===== config.mk =====
export PLATFORM = sky130hd
export DESIGN_NAME = ls_seq
export DESIGN_NICKNAME = d
export VERILOG_FILES = /design/src/rtl/ls_seq.sv
export SDC_FILE = /design/constraint.sdc
export NUM_CORES = 1
export LEC_CHECK = 0
export CAP_MARGIN = 0
export CORE_UTILIZATION = 47
export CTS_CLUSTER_SIZE = 14
export DETAILED_ROUTE_END_ITERATION = 10
export GPL_TIMING_DRIVEN = 0
export PLACE_DENSITY = 0.75
export SLEW_MARGIN = 20
export SYNTH_ARGS = -nofsm -noshare
export SYNTH_HDL_FRONTEND = slang
export SYNTH_SLANG_ARGS = --single-unit

===== constraint.sdc =====
create_clock -name clock -period 1.83 [get_ports clock]
set_input_delay 0.366 -clock clock [delete_from_list [all_inputs] [get_ports clock]]
set_output_delay 0.366 -clock clock [all_outputs]
set_load 0.02 [all_outputs]

===== src/rtl/ls_seq.sv =====
// Sequential left shifter: loads an operand, shifts left one bit per clock, and tracks signed overflow in arith mode.
// Latency: done pulses in the cycle after edge amt (after edge 0 when amt=0); all outputs are registered.
// Backpressure: start is ignored while busy; a new start is accepted in the IDLE or DONE cycle.
module ls_seq #(
    parameter int WIDTH = 32,
    parameter int AMT_W = 5
) (
    input  logic             clock,
    input  logic             reset_n,
    input  logic             start,
    input  logic [WIDTH-1:0] din,
    input  logic [AMT_W-1:0] amt,
    input  logic             arith,
    output logic             busy,
    output logic             done,
    output logic [WIDTH-1:0] result,
    output logic             ovf
);

    typedef enum logic [1:0] {
        IDLE  = 2'd0,
        SHIFT = 2'd1,
        DONE  = 2'd2
    } state_t;

    state_t           state, state_n;
    logic [WIDTH-1:0] sreg, sreg_n;
    logic [AMT_W-1:0] cnt, cnt_n;
    logic             mode, mode_n;
    logic             ovf_acc, ovf_acc_n;
    logic [WIDTH-1:0] result_n;
    logic             ovf_n;
    logic [WIDTH-1:0] shifted;
    logic             step_ovf;

    always_ff @(posedge clock or negedge reset_n) begin
        if (!reset_n) begin
            state   <= IDLE;
            sreg    <= '0;
            cnt     <= '0;
            mode    <= 1'b0;
            ovf_acc <= 1'b0;
            result  <= '0;
            ovf     <= 1'b0;
        end else begin
            state   <= state_n;
            sreg    <= sreg_n;
            cnt     <= cnt_n;
            mode    <= mode_n;
            ovf_acc <= ovf_acc_n;
            result  <= result_n;
            ovf     <= ovf_n;
        end
    end

    always_comb begin
        state_n   = state;
        sreg_n    = sreg;
        cnt_n     = cnt;
        mode_n    = mode;
        ovf_acc_n = ovf_acc;
        result_n  = result;
        ovf_n     = ovf;
        shifted   = {sreg[WIDTH-2:0], 1'b0};
        // A left shift overflows whenever the two top bits differ before the move.
        step_ovf  = mode & (sreg[WIDTH-1] ^ sreg[WIDTH-2]);

        case (state)
            SHIFT: begin
                sreg_n    = shifted;
                cnt_n     = cnt - 1'b1;
                ovf_acc_n = ovf_acc | step_ovf;
                if (cnt <= AMT_W'(1)) begin
                    state_n  = DONE;
                    result_n = shifted;
                    ovf_n    = ovf_acc | step_ovf;
                end
            end
            default: begin
                if (start) begin
                    sreg_n    = din;
                    cnt_n     = amt;
                    mode_n    = arith;
                    ovf_acc_n = 1'b0;
                    if (amt == '0) begin
                        state_n  = DONE;
                        result_n = din;
                        ovf_n    = 1'b0;
                    end else begin
                        state_n = SHIFT;
                    end
                end else begin
                    state_n = IDLE;
                end
            end
        endcase
    end

    assign busy = (state == SHIFT);
    assign done = (state == DONE);

endmodule


==> flow_summary_export.csv <==
group,metric,value,unit
yosys,synth_top_area_share,0.490,
placement,routabilityCongestion,0.840,
yosys,synth_xor_area_frac,0.00232,
critical_path,end_kind,"register",
drt,wirelength,11100,um
critical_path,path_cells,"or3_4, buf_4, clkbuf_1, nor4_1, a311oi_2",
drt,drt_iter0_drc,352,
power_and_ir_drop,pwr-share-clk,0.154,
final_layout,seq_area,1850,um^2
yosys,synth_nets,432,
final_layout,fillers,597,
final_layout,utilization,0.685,
yosys,synth_edf_count,0,
critical_path,critPathRequiredTime,2.04,ns
final_layout,multiInputGateArea,1830,um^2
sta,fmax,526,MHz
yosys,synth.distinct_cells,37,
final_layout,instances_no_fill,589,
critical_path,critPathBufInv,2,
yosys,synthArstFlopShare,1.00,
sta,timing.final.crit_period,1.90,ns
yosys,synthTopCellsByCount,"dfrtp_1 (74), nor4_1 (63), clkbuf_1 (36)",
placement,place_inst,566,
yosys,syn_area,3780,um^2
clocking,h-tree-depth,3,
global_route,grt_pass1_vias,3414,
power_and_ir_drop,p_per_area,1600,nW/um^2
sta,setup_viol,2,
yosys,synth_flop_cell,"dfrtp_1",
critical_path,r2r_start,"cnt[3]",
floorplan,core,7770,um^2
final_layout,drive_gt1_frac,0.195,
yosys,yosys-top-cells-area,"dfrtp_1 (49%), nor4_1 (10%), mux2i_1 (8.7%)",
run,maxCapViolCount,0,
power_and_ir_drop,power.share.sequential,0.341,
critical_path,cp_slowest_cell,"nor4_1",
floorplan,rows,32,
critical_path,start_kind,"register",
clocking,path_clk_slew,0.08,ns
sta,period_share,1.04,
global_route,grt_use_total,0.261,
sta,relSlewSlack,0.513,
run_status,violations,"negative setup slack",
critical_path,arrival,2.11,ns
placement,numPortBuffers,74,
power_and_ir_drop,power_switching,3.50,mW
yosys,synth_top_family_by_area,"simple AND/OR/NAND/NOR gates",
clocking,cts_inserted_buffers,9,
yosys,synth-simple-area-share,0.178,
sta,rsz0062_at_grt,"true",
clocking,clockBufferDepth,2,
yosys,synthMuxAreaShare,0.0964,
final_layout,layout.nets,525,
power_and_ir_drop,swShare,0.412,
floorplan,dieWidth,91.7,um
placement,dp_hpwl,7120,um
clocking,clock_latency,0.35,ns
critical_path,max_stage_delay,0.46,ns
power_and_ir_drop,power.internal,5.00,mW
sta,final-hold-violation-count,0,
floorplan,dieArea,8400,um^2
power_and_ir_drop,power_leakage,2.31,nW
floorplan,ios,76,
critical_path,crit_start,"cnt[3]",
worst_hold_path,hold_class,"in2reg",
critical_path,crit_type,"reg2reg",
sta,fin_skew,0.00815,ns
clocking,cts.sinks,74,
power_and_ir_drop,pwr-share-comb,0.505,
final_layout,syn_to_final_growth,40.8,%
power_and_ir_drop,ir_worst_vdd,0.000778,V
drt,drc,0,
global_route,grt_overflow,0,
yosys,synthCells,389,
critical_path,reg2reg_slack,-0.07,ns
yosys,postSynthRegisterBits,74,
yosys,synth.most_common_cell,"dfrtp_1",
drt,via_per_inst,6.11,
power_and_ir_drop,power.total,8.49,mW
global_route,grt_pass1_wl,17100,um
yosys,synth_area_per_cell,9.71,um^2
drt,firstDrtPassIters,5,
yosys,yosys.area.top_type,"dfrtp_1",
drt,vias,3597,
global_route,antenna_found_initial,0,
sta,drv_slew,0,
drt,wire_per_inst,18.8,um
yosys,yosys_warnings,0,
floorplan,die_y,91.7,um
worst_hold_path,min_from,"amt[0]",
run_status,status,"finished with violations",
sta,worst_slew_pin_slew,0.730,ns
drt,antenna_left,0,
global_route,grt_max_degree,56,
clocking,clockRootBuffer,"clkbuf_8",
yosys,synth_compound_area_frac,0.139,
floorplan,initial_core_util,0.486,
yosys,synthAdderAreaFrac,0.00662,
critical_path,crit_family,"simple AND/OR/NAND/NOR gates",
clocking,cts_tree,"done",
critical_path,path_max_fanout,10,
placement,preCtsSetupSlack,-0.969,ns
yosys,ys_seq_area_frac,0.490,
final_layout,n_antenna_cell,0,
sta,finalWorstSetupSlack,-0.0713,ns
[cells in the final DEF, fill, tap and decap left out, drive strengths merged, types with 2 or more instances in the layout]
master         count
and3               2
nand2b             2
o211a              3
mux2               3
clkdlybuf4s50     68
inv               36
nand3b             2
nand3              3
a311oi            31
ha                 2
nor3               4
clkbuf            46
or3                4
buf               24
mux2i             33
o21ai             32
dfrtp             74
nor4              63
nand2             34
[sequential cells by signal (all words and copies together) (netlist names)]
name and count:
ovf_acc 1, cnt 5, mode 1, result 32, ovf 1, sreg 32
state 2
[tightest hold or removal path: stages]
cell      delay (ns)
clkbuf_2        0.10
nand3_1         0.07
o211ai_1        0.08
[power groups by stage]
stage                     logic (mW)  clock network [mW]  registers, mW
after floorplan                 1.79                   0           3.19
after global placement          3.46                   0           2.88
after detailed placement        3.57                   0           2.90
after CTS                       3.99                1.31           2.87
after global routing            4.60                1.39           2.98
final                           4.29                1.30           2.90
[cell families (layout without fill, tap and decap cells)]
| family | Yosys count | in the layout |
|---|---|---|
| flip-flops | 74 | 74 |
| buffers and inverters | 81 | 179 |
| multiplexers | 36 | 36 |
| adder cells (fa/ha/maj) | 2 | 2 |
| XOR/XNOR | 1 | 1 |
| AO/OA/AOI/OAI | 74 | 74 |
| AND/OR/NAND/NOR | 121 | 121 |
[stage by stage]
stage,cell area (um^2),hold slack (ns),TNS [ns]
after floorplan,3800,0.0704,-1.82
after global placement,4670,0.485,-187.40
after detailed placement,4700,0.271,-30.71
after CTS,5130,0.318,0
after global routing,5320,0.322,-0.315
final,5320,0.314,-0.0838
[routing by layer]
layer  part of all wire  vias up  GRT usage
li1                   -     1621          -
met1               0.42     1748      0.352
met2               0.48      190      0.409
met3              0.069       38     0.0381
met4              0.031        0      0.138
met5                  0        -          0
[repair_timing]
| item | CTS | global route |
|---|---|---|
| cloned | 0 | 1 |
| endpoints found under the setup margin | 73 | 42 |
| pin swaps | 4 | 9 |
| hold buffers | 1 | 0 |
| buffers inserted | 8 | 5 |
| hold endpoints to repair | 19 | 0 |
| resized for setup | 53 | 45 |
[area by class of cell]
cell class                      instances  area share
Tap cell                              102      0.0240
Buffer                                 37      0.0538
Timing Repair Buffer                   90       0.167
Clock inverter                          2     0.00658
Clock buffer                           14      0.0306
Inverter                               36      0.0259
Multi-Input combinational cell        234       0.344
Sequential cell                        74       0.348
[path summary, 6_finish.rpt]
path                       cells after the start          to
min in group asynchronous                      2  result[20]
hold reg to reg                                2    sreg[25]
setup reg to reg                               5   result[7]
max in group asynchronous                      3    sreg[27]
hold / removal                                 3      cnt[0]
setup / recovery                               5   result[7]
(Power assumes the default switching activity.)
